--- config.mk ---
export PLATFORM = sky130hd
export DESIGN_NAME = fc_layer_sequencer
export DESIGN_NICKNAME = d
export VERILOG_FILES = /design/src/rtl/lenet_ctrl_pkg.sv /design/src/rtl/fc_seq_counter.sv /design/src/rtl/fc_layer_sequencer.sv
export SDC_FILE = /design/constraint.sdc
export NUM_CORES = 1
export LEC_CHECK = 0
export ABC_AREA = 1
export ABC_CLOCK_PERIOD_IN_PS = 6900
export BUFFER_PORTS_ARGS = -buffer_cell sky130_fd_sc_hd__buf_2
export CORE_UTILIZATION = 55
export CTS_BUF_LIST = sky130_fd_sc_hd__clkbuf_4
export DETAILED_ROUTE_END_ITERATION = 16
export PLACE_DENSITY = 0.78
export REMOVE_ABC_BUFFERS = 1
export SYNTH_ARGS = -nofsm -noshare
export SYNTH_HDL_FRONTEND = slang
export SYNTH_HIERARCHICAL = 1
export SYNTH_SLANG_ARGS = --single-unit
--- constraint.sdc ---
create_clock -name clk -period 6.9 [get_ports clk]
set_clock_uncertainty 0.05 [all_clocks]
set_input_delay 0.69 -clock clk [delete_from_list [all_inputs] [get_ports clk]]
set_output_delay 0.69 -clock clk [all_outputs]
set_load 0.05 [all_outputs]
--- src/rtl/lenet_ctrl_pkg.sv ---
// Shared control definitions for the LeNet-5 layer sequencers.
// Holds the sequencer state encoding, the per-layer depth constants and a
// small helper used when sizing counters.
package lenet_ctrl_pkg;

  typedef enum logic [2:0] {
    IDLE      = 3'd0,
    READ      = 3'd1,
    DRAIN     = 3'd2,
    BIAS      = 3'd3,
    LATCH     = 3'd4,
    HANDOFF   = 3'd5,
    WAIT_NEXT = 3'd6
  } fc_state_t;

  localparam int FC1_IFM_DEPTH       = 120;
  localparam int FC2_IFM_DEPTH       = 84;
  localparam int DEFAULT_MAC_LATENCY = 3;

  // Larger of two widths; the shared counter must hold both the last read
  // index and the last drain index.
  function automatic int max_int(input int a, input int b);
    return (a > b) ? a : b;
  endfunction

endpackage

--- src/rtl/fc_seq_counter.sv ---
// Loadable up-counter with a terminal-count flag.
// Cleared to zero on reset or on clear; increments on inc but never moves past
// the terminal value, so the value it drives as an address stays in range.
module fc_seq_counter #(
  parameter int WIDTH = 7
) (
  input  logic             clk,
  input  logic             reset,
  input  logic             clear,
  input  logic             inc,
  input  logic [WIDTH-1:0] terminal,
  output logic [WIDTH-1:0] count,
  output logic             at_terminal
);

  assign at_terminal = (count == terminal);

  // Clear has priority over increment; increment stops at the terminal value.
  always_ff @(posedge clk) begin
    if (reset || clear) begin
      count <= '0;
    end else if (inc && !at_terminal) begin
      count <= count + WIDTH'(1);
    end
  end

endmodule

--- src/rtl/fc_layer_sequencer.sv ---
// Control unit for one fully-connected layer of the LeNet-5 pipeline.
// Streams IFM_DEPTH input reads with matching weight addresses, waits for the
// MAC pipeline to drain, applies bias, latches outputs and hands off to the
// next layer. All outputs are registered, driven from the state being entered.
// Optional build macro FC_SEQ_PERF_EN adds a perf_cycles busy-cycle counter.
module fc_layer_sequencer
  import lenet_ctrl_pkg::*;
#(
  parameter int IFM_DEPTH   = FC1_IFM_DEPTH,
  parameter int ADDR_W      = $clog2(IFM_DEPTH),
  parameter int MAC_LATENCY = DEFAULT_MAC_LATENCY
) (
  input  logic              clk,
  input  logic              reset,
  input  logic              start_from_previous,
  input  logic              end_from_next,
  output logic              enable_read_current,
  output logic              wm_enable_read,
  output logic              wm_addr_sel,
  output logic [ADDR_W-1:0] wm_address_read_current,
  output logic              bias_sel,
  output logic              fc_output_ready,
  output logic              enable_write_next,
  output logic              end_to_previous,
  output logic              start_to_next,
  output logic              busy
`ifdef FC_SEQ_PERF_EN
  ,
  output logic [31:0]       perf_cycles
`endif
);

  localparam int LAT_W = $clog2(MAC_LATENCY + 1);
  localparam int CNT_W = max_int(ADDR_W, LAT_W);
  localparam logic [CNT_W-1:0] READ_LAST  = CNT_W'(IFM_DEPTH - 1);
  localparam logic [CNT_W-1:0] DRAIN_LAST = CNT_W'(MAC_LATENCY - 1);

  fc_state_t        state;
  logic [CNT_W-1:0] count;
  logic [CNT_W-1:0] count_plus_one;
  logic [CNT_W-1:0] cnt_terminal;
  logic             at_terminal;
  logic             cnt_clear;
  logic             cnt_inc;
  logic             accept_start;

  assign accept_start   = (state == IDLE) && start_from_previous;
  assign count_plus_one = count + CNT_W'(1);

  // Counter control: cleared when a run starts and when reading hands over to
  // draining; it counts read addresses first and then drain cycles.
  always_comb begin
    cnt_terminal = READ_LAST;
    cnt_clear    = 1'b0;
    cnt_inc      = 1'b0;
    if (state == DRAIN) begin
      cnt_terminal = DRAIN_LAST;
    end
    if (accept_start || ((state == READ) && at_terminal)) begin
      cnt_clear = 1'b1;
    end else if ((state == READ) || (state == DRAIN)) begin
      cnt_inc = 1'b1;
    end
  end

  fc_seq_counter #(
    .WIDTH(CNT_W)
  ) u_counter (
    .clk        (clk),
    .reset      (reset),
    .clear      (cnt_clear),
    .inc        (cnt_inc),
    .terminal   (cnt_terminal),
    .count      (count),
    .at_terminal(at_terminal)
  );

  // State transitions plus registered outputs for the state being entered;
  // strobes default low so every one-cycle pulse clears itself.
  always_ff @(posedge clk) begin
    if (reset) begin
      state                   <= IDLE;
      enable_read_current     <= 1'b0;
      wm_enable_read          <= 1'b0;
      wm_addr_sel             <= 1'b0;
      wm_address_read_current <= '0;
      bias_sel                <= 1'b0;
      fc_output_ready         <= 1'b0;
      enable_write_next       <= 1'b0;
      end_to_previous         <= 1'b0;
      start_to_next           <= 1'b0;
      busy                    <= 1'b0;
    end else begin
      enable_read_current     <= 1'b0;
      wm_enable_read          <= 1'b0;
      wm_addr_sel             <= 1'b0;
      wm_address_read_current <= '0;
      bias_sel                <= 1'b0;
      fc_output_ready         <= 1'b0;
      enable_write_next       <= 1'b0;
      end_to_previous         <= 1'b0;
      start_to_next           <= 1'b0;
      busy                    <= 1'b1;
      case (state)
        IDLE: begin
          if (start_from_previous) begin
            state               <= READ;
            enable_read_current <= 1'b1;
            wm_enable_read      <= 1'b1;
            wm_addr_sel         <= 1'b1;
          end else begin
            busy <= 1'b0;
          end
        end
        READ: begin
          wm_addr_sel <= 1'b1;
          if (at_terminal) begin
            state <= DRAIN;
          end else begin
            enable_read_current     <= 1'b1;
            wm_enable_read          <= 1'b1;
            wm_address_read_current <= ADDR_W'(count_plus_one);
            end_to_previous         <= (count_plus_one == READ_LAST);
          end
        end
        DRAIN: begin
          wm_addr_sel <= 1'b1;
          if (at_terminal) begin
            state    <= BIAS;
            bias_sel <= 1'b1;
          end
        end
        BIAS: begin
          state             <= LATCH;
          fc_output_ready   <= 1'b1;
          enable_write_next <= 1'b1;
        end
        LATCH: begin
          state         <= HANDOFF;
          start_to_next <= 1'b1;
        end
        HANDOFF: begin
          state <= WAIT_NEXT;
        end
        WAIT_NEXT: begin
          if (end_from_next) begin
            state <= IDLE;
            busy  <= 1'b0;
          end
        end
        default: begin
          state <= IDLE;
          busy  <= 1'b0;
        end
      endcase
    end
  end

`ifdef FC_SEQ_PERF_EN
  // Busy-cycle counter: restarts with each accepted run, holds in IDLE and
  // saturates rather than wrapping.
  always_ff @(posedge clk) begin
    if (reset || accept_start) begin
      perf_cycles <= '0;
    end else if (busy && (perf_cycles != 32'hFFFF_FFFF)) begin
      perf_cycles <= perf_cycles + 32'd1;
    end
  end
`endif

endmodule

**After elaboration in Yosys (flattened, before gate mapping)**

Index checks and enable logic that the tools add are counted.

- Bits in registers: 24
- Bits of input ports: 4
- Output and inout bits: 16
- Word-level logic and storage cells: 56

- $add $sub $neg: 1
- Eq/ne operators: 12
- Multiplexer cells: 18
- Bitwise logic cells: 2
- Reductions and logical operators: 13

Operators with widths:

| cell | count |
|---|---|
| $pmux W3 S7 | 1 |
| $mux W3 | 4 |
| $eq A3 B3 Y1 const B | 3 |
| $mux W1 | 9 |
| $ne A2 B2 Y1 const B | 4 |
| $add A7 B1 Y7 const B | 1 |
| $eq A7 B7 Y1 | 1 |
| $eq A7 B7 Y1 const B | 1 |
| $mux W7 | 1 |
| $eq A3 B2 Y1 const B | 2 |
| $reduce_or A5 Y1 | 1 |
| $pmux W1 S2 | 2 |
| $reduce_and A4 Y1 | 1 |
| $reduce_or A2 Y1 | 2 |
| $eq A3 B1 Y1 const B | 1 |
| $logic_and A1 B1 Y1 | 3 |
| $logic_not A3 Y1 | 1 |
| $logic_or A1 B1 Y1 | 3 |
| $pmux W1 S3 | 1 |
| $reduce_or A3 Y1 | 1 |
| $not A1 Y1 | 2 |
| $logic_not A1 Y1 | 1 |

**Depth between registers and ports, before layout**

- Depth after elaboration: 7
- Gate-level depth with buffers: 21
- Gate-level depth less buffers: 20

**Modules after synthesis**

Netlist, hierarchy kept.

Modules (own cells, without submodules):

| module | instances | cells an instance | area each (um^2) | seq. area each (um^2) |
|---|---|---|---|---|
| fc_layer_sequencer | 1 | 103 | 794.5 | 340.3 |
| fc_seq_counter | 1 | 77 | 496.7 | 140.1 |

**Worst setup path after synthesis**

Ideal clock, no wire load.

- Path type: flip-flop to flip-flop
- From: reg state[1]
- To: reg u_counter.count[6]
- Setup time: 0.115 ns
- Data arrival time: 2.610 ns
- Data required time: 6.735 ns
- Path slack: 4.125 ns
- Stages on the path, launching flop included: 21
- Buffers on the path: 1
- Period minus slack after synthesis: 2.775 ns
- Cells stage by stage: dfxtp_1 inv_2 nor3_1 inv_1 inv_1 nand2_1 nand2_1 nand2_2 nor2_4 nand2_4 buf_6 inv_2 inv_1 o21ai_0 nor2_1 nand2_1 nor2_1 nand2_1 nor2_1 a21oi_1 nor2_1

- Cells in the longest elaborated chain, start to end: 7
- Elaborated cells on any way between the ends: 15
- Those cells by class: 3 x eq/ne; 4 x mux; 8 x reduce/logical

RTL lines:

| item | line | text |
|---|---|---|
| start: declaration | fc_layer_sequencer.sv:38 | `fc_state_t state;` |
| start signal: assignment | fc_layer_sequencer.sv:82 | `state <= IDLE;` |
| start signal: assignment | fc_layer_sequencer.sv:107 | `state <= READ;` |
| start signal: assignment | fc_layer_sequencer.sv:118 | `state <= DRAIN;` |
| $eq A3 B2 Y1 | fc_layer_sequencer.sv:56 | `if (state == DRAIN) begin` |
| $mux W7 | fc_layer_sequencer.sv:56 |  |
| named net cnt_terminal[0] | fc_layer_sequencer.sv:41 | `logic [CNT_W-1:0] cnt_terminal;` |
| $eq A7 B7 Y1 | fc_seq_counter.sv:16 | `assign at_terminal = (count == terminal);` |
| named net at_terminal | fc_layer_sequencer.sv:42 | `logic at_terminal;` |
| $logic_and A1 B1 Y1 | fc_layer_sequencer.sv:59 | `if (accept_start \|\| ((state == READ) && at_terminal)) begin` |
| $logic_or A1 B1 Y1 | fc_layer_sequencer.sv:59 |  |
| $mux W1 | fc_layer_sequencer.sv:59 |  |
| named net cnt_clear | fc_layer_sequencer.sv:43 | `logic cnt_clear;` |
| $logic_or A1 B1 Y1 | fc_seq_counter.sv:20 | `if (reset \|\| clear) begin` |
| end signal: assignment | fc_seq_counter.sv:23 | `count <= count + WIDTH'(1);` |
| end: declaration | fc_seq_counter.sv:12 | `output logic [WIDTH-1:0] count,` |

The timed path passes the listed nets, and every way through them passes these cells.
A chain may end at the register's enable or synchronous reset.

**Worst setup path in the final report**

- From: reg state[1]
- To: reg u_counter.count[4]

Same word-level chain as after synthesis.

==> qor.yml <==
detailed_routing:
  viasPerCell: 5.00
  post-route-drc-count: 0
  totalWireLength_um: 2460
  antenna_viol_nets_final: 0
  initialDrtViolationCount: 16
  dr.pass1.iters: 4
  wl_per_cell_um: 10.8
  vias: 1135
grt:
  grt_busiest_layer: "met2"
  global_route.usage.met1: 0.279
  grt_pass1_vias: 1031
  first_pass_grt_wire_length_um: 4370
  gr-usage-met3: 0.0364
  global_route.usage.total: 0.233
  grt_start_max_net_pins: 16
  grt_antenna_before_repair: 0
  groute.layer.met2.usage: 0.398
  grt_overflow: 0
synth:
  post-synth-top-area-fraction: 0.372
  number_of_flip_flops_and_latches_in_the_synthesized_netlist: 24
  synth_edf_count: 0
  seq_area_frac_synth: 0.372
  post_synthesis_cell_type_with_the_largest_combined_area: "dfxtp_1"
  post_synth_main_area_contributors: "dfxtp_1 37%, nand2_1 10%, nor2_1 7.3%, inv_1 6.7%, nand3_1 6.6%"
  async_flop_share: 0
  syn-instance-count: 180
  most_used_dff_post_synth: "dfxtp_1"
  mappedNetlistArea_mm2: 0.00129
  post_synth.cell_area_avg_um2: 7.17
  synth-warning-count: 6
  synth_commonest_cells: "35 x nand2_1, 25 x nor2_1, 24 x dfxtp_1"
  number_of_distinct_library_cells_after_synthesis: 29
  post-synth-top-count-cell: "nand2_1"
clock_tree:
  post_cts_buffers: 0
  insertion_delay_ps: 330
  cts-resized-gates: 0
  number_of_levels_the_h_tree_was_split_into: 1
  cts_root_buffer: "clkbuf_4"
  buffer_depth_of_the_longest_clock_path: 2
  cts_buffers: 3
  worst_setup_hold_path_clk_slew_ps: 140
  clkSinkCount: 24
  cts_hold_buffers: 0
  tritoncts: "done"
placement:
  place_hpwl_um: 1840
  finalWeightedCongestion: 0.845
  dp.cells: 223
  placed_area_mm2: 0.00138
  port_buffers: 19
critical_path:
  required_ps: 7080
  critical-path-slowest-cell: "o21ai_0"
  critPathCaptureType: "flip-flop"
  worst_setup_path_start_kind: "flip-flop"
  crit_chain: "inv_2 -> nor3_1 -> inv_1 -> inv_1 -> nand2_1 -> nand2_1 -> nand2_1 -> nor2_2 -> nand2_4 -> inv_2 -> inv_1 -> o21ai_0 -> nor2_1 -> nand2_1 -> nor2_1 -> nand2_1 -> inv_1 -> a21oi_1 -> nor2_1"
  critical-path-top-cell-by-count: "nand2_1"
  arrival_worst_endpoint_ps: 3300
  critical_path_class: "reg -> reg"
  timing.critical_path.fanout_max: 15
  critPathMaxStageDelay_ps: 560
sta:
  tns_ps: 0
  finalSetupViolations: 0
  report.final.hold_viol_count: 0
  report.final.slew_viol_count: 0
  fin_crit_sh: 0.452
  relSlewSlack: 0.557
  timing_worst_slew_pin_value_ps: 657
  rsz0062_at_grt: "no"
  fmax_mhz: 321
  final_period_minus_worst_setup_slack_ps: 3120
floorplanning:
  die_h_um: 50.5
  die_w_um: 50.5
  top_level_ports: 20
  rows: 17
  fp.dieArea_mm2: 0.00255
  core_area_mm2: 0.00221
  start_util: 0.584
cells_and_area:
  num-nets-final: 207
  final_cell_area_excluding_filler_cells_mm2: 0.00144
  drive_gt1_frac: 0.211
  final_cell_count_no_fill: 227
  antenna_cells_inserted: 0
  filler_cell_count: 199
  area_delta_synth_final_pct: 11.1
status:
  run_status: "finished, final reports clean"
pwr:
  p_leak_uw: 0.000701
  vdd.ir_drop.worst_uv: 200
  power_per_cell_area_mw_per_mm2: 348
hold_path:
  holdCritPathClass: "reg -> reg"
job:
  cap_violations: 0
-- cell families after synthesis --
logic type	count (synthesis)	synth area share
simple gates	95	0.366
fa+ha+maj	3	0.0291
other cells	2	0.00582
buf+inv	34	0.119
flops	24	0.372
xor+xnor	6	0.0407
compound gates	16	0.0669
-- placed cells by master (no fill, tap or decap), types with 2 or more instances in the layout --
cell      count
a21oi_1      12
buf_2        19
clkbuf_4      3
conb_1        3
dfxtp_1      24
ha_1          3
inv_1        23
inv_2         4
nand2_1      35
nand2_2       3
nand2_4       2
nand3_1      17
nand3_2       2
nand4_1       2
nand4_2       2
nor2_1       25
nor2_2        2
nor3_1        2
o21ai_0       2
xnor2_1       4
xor2_1        2
-- sequential cells by signal (all words and copies together) (netlist names) --
name and flops:
u_counter/count 7, wm_address_read_current 7, state 3, bias_sel 1, busy 1, enable_write_next 1, end_to_previous 1, start_to_next 1
wm_addr_sel 1, wm_enable_read 1
-- layer usage --
metal | up-vias | share of wire | wire, um
li1 | 595 | - | -
met1 | 510 | 0.44 | 1080
met3 | 4 | 0.033 | 81
met5 | - | 0 | 0
met2 | 26 | 0.51 | 1250
met4 | 0 | 0.021 | 51
-- path summary, 6_finish.rpt --
path	to	start	slack, ps	cells past startpoint
min	state[2]	state[2]	550	2
min reg2reg	state[2]	state[2]	550	2
max	u_counter/count[4]	state[1]	3780	19
max reg2reg	u_counter/count[4]	state[1]	3780	19
-- worst max-delay path: cells and delay by family (launching register included) --
family / cells / cell delay [ps]
buffers and inverters: 6 / 590
AO/OA/AOI/OAI: 2 / 720
AND/OR/NAND/NOR: 11 / 1170
flip-flops: 1 / 480
-- cell type report --
type,count,area [um2],area share
flip-flops and latches,24,480,0.335
clock inverters,1,30.0,0.0209
multi-input cells,123,661,0.460
clock buffers,3,22.5,0.0157
repair buffers,19,95.1,0.0663
inverters,29,111,0.0776
well taps,28,35.0,0.0244
-- report_power, final --
| part | internal (uW) | switching (uW) |
|---|---|---|
| registers | 158 | 26.4 |
| clock network | 58.8 | 45.1 |
| logic | 67.9 | 142 |
| total | 285 | 214 |
-- metrics by stage --
| stage | power, uW | util | worst slack (ps) | hold WS [ps] |
|---|---|---|---|---|
| 2_1_floorplan | 357 | - | 4200 | 451 |
| 3_3_place_gp | 389 | 0.625 | 4020 | 495 |
| 3_5_place_dp | 398 | 0.625 | 3820 | 520 |
| 4_1_cts | 500 | 0.649 | 3770 | 548 |
| 5_1_grt | 536 | 0.649 | 3460 | 585 |
| 6_report | 499 | 0.649 | 3780 | 549 |
(Power assumes the default switching activity.)
